**config.mk**
```make
export PLATFORM = sky130hd
export DESIGN_NAME = pulse_meter
export DESIGN_NICKNAME = d
export VERILOG_FILES = /design/src/rtl/pulse_meter_pkg.sv /design/src/rtl/pulse_meter_edge_detect.sv /design/src/rtl/pulse_meter.sv
export SDC_FILE = /design/constraint.sdc
export NUM_CORES = 1
export LEC_CHECK = 0
export ABC_AREA = 0
export CAP_MARGIN = 25
export CORE_MARGIN = 3
export CORE_UTILIZATION = 50
export CTS_CLUSTER_SIZE = 20
export DETAILED_ROUTE_END_ITERATION = 7
export MAX_ROUTING_LAYER = met4
export PLACE_DENSITY = 0.81
export SLEW_MARGIN = 20
export SYNTH_ARGS = -nofsm -noshare
export SYNTH_HDL_FRONTEND = slang
export SYNTH_SLANG_ARGS = --single-unit
```
**constraint.sdc**
```tcl
create_clock -name clock -period 4.1 [get_ports clock]
set_input_delay 0.615 -clock clock [delete_from_list [all_inputs] [get_ports clock]]
set_output_delay 0.615 -clock clock [all_outputs]
set_load 0.02 [all_outputs]
```
**src/rtl/pulse_meter_pkg.sv**
```systemverilog
// Shared definitions for the pulse_meter stage: FSM encodings and default counter width.
package pulse_meter_pkg;

    localparam int unsigned CNT_W_DEFAULT = 8;

    typedef enum logic [1:0] {
        ST_IDLE = 2'd0,
        ST_HIGH = 2'd1,
        ST_LOW  = 2'd2
    } state_e;

endpackage

```
**src/rtl/pulse_meter_edge_detect.sv**
```systemverilog
// edge_detect: samples a pulse train and flags rising/falling edges.
// Optional macro PULSE_METER_SYNC_EN inserts a 2-flop synchronizer ahead of the
// edge detector for asynchronous sources (adds 2 cycles of latency).
// Ports:
//   i_clock   : clock, all logic on posedge
//   i_reset   : synchronous active-high reset
//   i_sig     : pulse train input
//   o_level_c : current sample s (combinational)
//   o_rise_c  : s & ~s_q (combinational)
//   o_fall_c  : ~s & s_q (combinational)
module edge_detect (
    input  logic i_clock,
    input  logic i_reset,
    input  logic i_sig,
    output logic o_level_c,
    output logic o_rise_c,
    output logic o_fall_c
);

    logic w_s;
    logic r_s_q;

`ifdef PULSE_METER_SYNC_EN
    logic r_sync1;
    logic r_sync2;

    // Two-flop synchronizer for sources not timed to i_clock
    always_ff @(posedge i_clock) begin
        if (i_reset) begin
            r_sync1 <= 1'b0;
            r_sync2 <= 1'b0;
        end else begin
            r_sync1 <= i_sig;
            r_sync2 <= r_sync1;
        end
    end

    assign w_s = r_sync2;
`else
    assign w_s = i_sig;
`endif

    // Previous sample; tracks the input regardless of any downstream enable
    always_ff @(posedge i_clock) begin
        if (i_reset) begin
            r_s_q <= 1'b0;
        end else begin
            r_s_q <= w_s;
        end
    end

    assign o_level_c = w_s;
    assign o_rise_c  = w_s & ~r_s_q;
    assign o_fall_c  = ~w_s & r_s_q;

endmodule

```
**src/rtl/pulse_meter.sv**
```systemverilog
// pulse_meter: measures high time and rise-to-rise period of a pulse train in
// clock cycles and reports each completed period on a valid/ready port.
// Optional macro PULSE_METER_SYNC_EN (handled in edge_detect) synchronizes pulse_in.
// Ports:
//   clock, reset            : clock and synchronous active-high reset
//   enable                  : measurement enable, low aborts a measurement
//   pulse_in                : pulse train under measurement
//   meas_width/meas_period  : last captured high time / period
//   meas_sat                : a counter saturated during the captured period
//   meas_valid/meas_ready   : result handshake
//   overrun                 : sticky, a result was dropped while one was pending
module pulse_meter
    import pulse_meter_pkg::*;
#(
    parameter int unsigned CNT_W = CNT_W_DEFAULT
) (
    input  logic             clock,
    input  logic             reset,
    input  logic             enable,
    input  logic             pulse_in,
    output logic [CNT_W-1:0] meas_width,
    output logic [CNT_W-1:0] meas_period,
    output logic             meas_sat,
    output logic             meas_valid,
    input  logic             meas_ready,
    output logic             overrun
);

    localparam logic [CNT_W-1:0] CNT_MAX = '1;
    localparam logic [CNT_W-1:0] CNT_ONE = CNT_W'(1);

    logic             w_level;
    logic             w_rise;
    logic             w_fall;

    state_e           r_state;
    state_e           w_state_nxt;
    logic [CNT_W-1:0] r_width_cnt;
    logic [CNT_W-1:0] r_period_cnt;
    logic [CNT_W-1:0] w_width_nxt;
    logic [CNT_W-1:0] w_period_nxt;
    logic             r_sat;
    logic             w_sat_nxt;
    logic             w_capture;

    edge_detect u_edge_detect (
        .i_clock   (clock),
        .i_reset   (reset),
        .i_sig     (pulse_in),
        .o_level_c (w_level),
        .o_rise_c  (w_rise),
        .o_fall_c  (w_fall)
    );

    // State register
    always_ff @(posedge clock) begin
        if (reset) begin
            r_state <= ST_IDLE;
        end else begin
            r_state <= w_state_nxt;
        end
    end

    // Next state and counter updates; saturation is flagged when an increment is lost
    always_comb begin
        w_state_nxt  = r_state;
        w_width_nxt  = r_width_cnt;
        w_period_nxt = r_period_cnt;
        w_sat_nxt    = r_sat;
        w_capture    = 1'b0;

        if (!enable) begin
            w_state_nxt  = ST_IDLE;
            w_width_nxt  = '0;
            w_period_nxt = '0;
            w_sat_nxt    = 1'b0;
        end else begin
            unique case (r_state)
                ST_IDLE: begin
                    w_width_nxt  = '0;
                    w_period_nxt = '0;
                    w_sat_nxt    = 1'b0;
                    if (w_rise) begin
                        w_width_nxt  = CNT_ONE;
                        w_period_nxt = CNT_ONE;
                        w_state_nxt  = ST_HIGH;
                    end
                end
                ST_HIGH: begin
                    if (r_period_cnt == CNT_MAX) begin
                        w_sat_nxt = 1'b1;
                    end else begin
                        w_period_nxt = r_period_cnt + CNT_ONE;
                    end
                    if (w_level) begin
                        if (r_width_cnt == CNT_MAX) begin
                            w_sat_nxt = 1'b1;
                        end else begin
                            w_width_nxt = r_width_cnt + CNT_ONE;
                        end
                    end
                    if (w_fall) begin
                        w_state_nxt = ST_LOW;
                    end
                end
                ST_LOW: begin
                    if (w_rise) begin
                        // Rise cycle closes the old period and opens the new one
                        w_capture    = 1'b1;
                        w_width_nxt  = CNT_ONE;
                        w_period_nxt = CNT_ONE;
                        w_sat_nxt    = 1'b0;
                        w_state_nxt  = ST_HIGH;
                    end else if (r_period_cnt == CNT_MAX) begin
                        w_sat_nxt = 1'b1;
                    end else begin
                        w_period_nxt = r_period_cnt + CNT_ONE;
                    end
                end
                default: begin
                    w_state_nxt  = ST_IDLE;
                    w_width_nxt  = '0;
                    w_period_nxt = '0;
                    w_sat_nxt    = 1'b0;
                end
            endcase
        end
    end

    // Counter registers
    always_ff @(posedge clock) begin
        if (reset) begin
            r_width_cnt  <= '0;
            r_period_cnt <= '0;
            r_sat        <= 1'b0;
        end else begin
            r_width_cnt  <= w_width_nxt;
            r_period_cnt <= w_period_nxt;
            r_sat        <= w_sat_nxt;
        end
    end

    // Result registers and handshake; a capture may coincide with a transfer
    always_ff @(posedge clock) begin
        if (reset) begin
            meas_width  <= '0;
            meas_period <= '0;
            meas_sat    <= 1'b0;
            meas_valid  <= 1'b0;
            overrun     <= 1'b0;
        end else if (w_capture) begin
            if (!meas_valid || meas_ready) begin
                meas_width  <= r_width_cnt;
                meas_period <= r_period_cnt;
                meas_sat    <= r_sat;
                meas_valid  <= 1'b1;
            end else begin
                overrun <= 1'b1;
            end
        end else if (meas_valid && meas_ready) begin
            meas_valid <= 1'b0;
        end
    end

endmodule

```
==> implementation parameters <==
Parameter                              Value

Clock tree
  Resized Gates After CTS    0
  Buffer levels on the longest clock path    2
  Max H-tree Level    2
  Buffer type at the clock tree root    sky130_fd_sc_hd__clkbuf_4
  Inserted Clock Buffers    5
  Clock tree from TritonCTS    built
  Number of clock sinks seen by CTS    39
  Clock Latency Late Sink    0.34 ns
  Clock-pin slew of the registers on the worst-case setup and hold paths    0.11 ns
  Post-CTS Hold Fix Bufs    0
  Total setup buffers inserted after CTS    0

STA
  Achievable Freq    0.437 GHz
  Period minus WS final    2.29 ns
  Unrepaired setup endpoints after global routing    no
  Number of pins exceeding their max-slew limit in the final report    0
  Relative slew margins    46.9%
  Number of failing setup endpoints in the final timing report    0
  Actual transition at the worst max-transition pin    0.794 ns
  Portion of the clock cycle consumed by the worst path in the final layout    55.8%
  Final worst clock skew    0.00613 ns
  Final-report hold violation count    0
  Final sum of negative setup slack    0 ns
  Worst path setup slack after routing    1.81 ns
  Worst hold margin    0.506 ns

Global routing
  Busiest grt layer    met2
  Global-route track usage on met3    5.64%
  Initial antenna violation count    0
  Total global routing overflow    0
  Via count of the first global-routing pass    1311
  Maximum number of pins on one net before global-route repair    24
  Total global routing track utilization    18.2%
  Global-route wire length before repair    5980 um
  Met2 GRT Util    26.9%
  Met1 capacity usage during global routing    24.1%

Place
  Count of buffers inserted at the top-level ports    23
  Post-placement worst setup slack    1.46 ns
  Post-detail-place hpwl    2400 um
  Routability Congestion    0.804

Layout
  Final Core Density    61.8%
  Share of layout cells above drive strength 1    6.36%
  Multi-input gate area in the final layout    930 um^2
  Register area    781 um^2
  Relative area change from synthesis to final layout    17.4%
  Fill cells    292
  Number of nets in the layout    231
  Antenna diode count    0

Run status
  Run status    finished, final reports clean

Synth
  Post-Synthesis Cell Area    1780 um^2
  Warnings from Yosys    0
  Post-synth EDFFs    0
  Count of distinct cell types in the synthesized netlist    40
  Post-Synthesis Net Count    207
  Most frequently used flop master after synthesis    sky130_fd_sc_hd__dfxtp_1
  Post-synthesis register bit count    39
  Area share of the largest cell type after synthesis    43.8%
  Post-synthesis sequential area ratio    43.8%
  Proportion of synthesized flip-flops having asynchronous set or reset    0%
  Top cells by area in the synthesized netlist    sky130_fd_sc_hd__dfxtp_1 44%, sky130_fd_sc_hd__mux2i_1 11%, sky130_fd_sc_hd__nor2_1 6.5%, sky130_fd_sc_hd__ha_1 4.9%, sky130_fd_sc_hd__nand2_1 2.9%
  Leading area contributor after synthesis    sky130_fd_sc_hd__dfxtp_1
  Syn Area/Cell    9.14 um^2
  Post-synthesis cell count    195

Routing
  Routed via count divided by cell count    5.44
  Wirelength per Cell    12.6 um
  DRC violation total after the first TritonRoute iteration    72
  Number of nets with antenna violations after detailed routing    0
  Final routed DRC violation total    0
  Count of TritonRoute iterations in the first routing pass    4
  Final wirelength    3360 um
  Vias after detailed routing    1448

Setup path
  Critical Path RT    4.30 ns
  Crit-path max cell delay    0.57 ns
  Worst-path fanout max    11
  CP max-delay cell    sky130_fd_sc_hd__nor3_2
  CP Data Arrival Time    2.49 ns
  Family of cells with the greatest summed delay on the critical path    buffers and inverters
  Critical path buffers and inverters    2
  Critical path start-end classification    in -> reg
  List of cells traversed by the critical path    clkdlybuf4s50_1 > nand2b_1 > nor3_2 > buf_4 > mux2i_1 > nor2_1
  Startpoint types    primary input
  Kind of end point of the critical path    flip-flop

Floorplanning
  Horizontal extent of the die    65.7 um
  Area of the core    3390 um^2
  Ports placed on the boundary    24
  Cell row count    21
  Starting density of the core    52.6%
  Total Die Area    4320 um^2
  Floorplan die height    65.7 um

Power
  Power per cell area    286 nW/um^2
  Largest vdd supply drop    0.184 mV
  Static leakage    0.000719 uW

Worst hold path
  Path type of the worst min-delay path    reg -> reg

Job
  # Max-Cap Violations    0
cell families after synthesis:
family                   after synthesis  share of synthesized area (%)
flip-flops                            39                           43.8
AO/OA/AOI/OAI                         36                           13.9
multiplexers                          20                           11.2
XOR/XNOR                               3                           1.47
adder cells (fa/ha/maj)                7                           4.91
AND/OR/NAND/NOR                       75                           20.4
buffers and inverters                 15                           4.35
cells in the mapped netlist (all sizes together) (2+ instances only):
cell type and count:
o211ai 2, dfxtp 39, nor2 31, mux2i 20, nand3 8, inv 7, xnor2 3, a31oi 7
buf 5, nand2 15, nand4b 2, nor2b 4, nand4 2, o21ai 5, nand2b 2, nor3 3
a211oi 2, nor4bb 2, nand3b 2, a21oi 9, ha 7, clkbuf 3
stage by stage:
| stage | cells | cell area [um^2] | power [uW] |
|---|---|---|---|
| floorplan | 195 | 1780 | 409 |
| global placement | 258 | 2040 | 418 |
| detailed placement | 258 | 2040 | 419 |
| CTS | 266 | 2090 | 605 |
| global route | 266 | 2090 | 628 |
| finish | 266 | 2090 | 599 |
layout by cell type (no fill, tap or decap), types with 2 or more instances in the layout:
cell,n
sky130_fd_sc_hd__a211oi_1,2
sky130_fd_sc_hd__a21oi_1,9
sky130_fd_sc_hd__a31oi_1,7
sky130_fd_sc_hd__buf_4,2
sky130_fd_sc_hd__clkbuf_4,5
sky130_fd_sc_hd__clkdlybuf4s50_1,23
sky130_fd_sc_hd__dfxtp_1,39
sky130_fd_sc_hd__ha_1,7
sky130_fd_sc_hd__inv_1,7
sky130_fd_sc_hd__mux2i_1,20
sky130_fd_sc_hd__nand2_1,14
sky130_fd_sc_hd__nand2b_1,2
sky130_fd_sc_hd__nand3_1,8
sky130_fd_sc_hd__nand3b_1,2
sky130_fd_sc_hd__nand4_1,2
sky130_fd_sc_hd__nand4b_1,2
sky130_fd_sc_hd__nor2_1,31
sky130_fd_sc_hd__nor2b_1,4
sky130_fd_sc_hd__nor3_1,2
sky130_fd_sc_hd__nor4bb_1,2
sky130_fd_sc_hd__o211ai_1,2
sky130_fd_sc_hd__o21ai_0,5
sky130_fd_sc_hd__xnor2_1,3
routing by layer:
metal  part of all wire (%)  up-vias
met1                     49      665
met5                      0        -
li1                       -      740
met3                    5.2        2
met2                     45       41
met4                   0.63        0
worst paths after layout:
path / start / to / slack [ns] / cells after the start
max: pulse_in / meas_period[5] / 1.81 / 6
min: meas_period[3] / meas_period[3] / 0.51 / 2
max reg2reg: r_state[0] / meas_period[5] / 1.94 / 7
min reg2reg: meas_period[3] / meas_period[3] / 0.51 / 2
flip-flops by register name, summed over array words and instances (netlist names):
signal and cells:
u_edge_detect.r_s_q 1, meas_period 8, meas_sat 1, meas_valid 1, meas_width 8, r_period_cnt 8, r_sat 1, overrun 1
r_width_cnt 8, r_state 2
cell type report:
class | count | area share [%]
clock buffers | 6 | 1.97
clock inverters | 2 | 0.598
inverters | 7 | 1.26
multi-input cells | 141 | 44.4
flip-flops and latches | 39 | 37.3
well taps | 46 | 2.75
repair buffers | 25 | 11.7
where the power goes:
group | total (uW) | internal [uW] | switching, uW | leakage [uW]
Combinational | 26.5 | 10.9 | 15.6 | 0.000377
Sequential | 383 | 381 | 2.71 | 0.000315
Clock | 189 | 66.2 | 122 | 0.0000282
Total | 599 | 458 | 141 | 0.000719
worst min-delay path, cell delays in order, from the launching register on:
cell and delay [ns]:
sky130_fd_sc_hd__dfxtp_1 0.34, sky130_fd_sc_hd__mux2i_1 0.06, sky130_fd_sc_hd__nor2_1 0.07
Note: power is estimated with default switching activity, not from simulation.
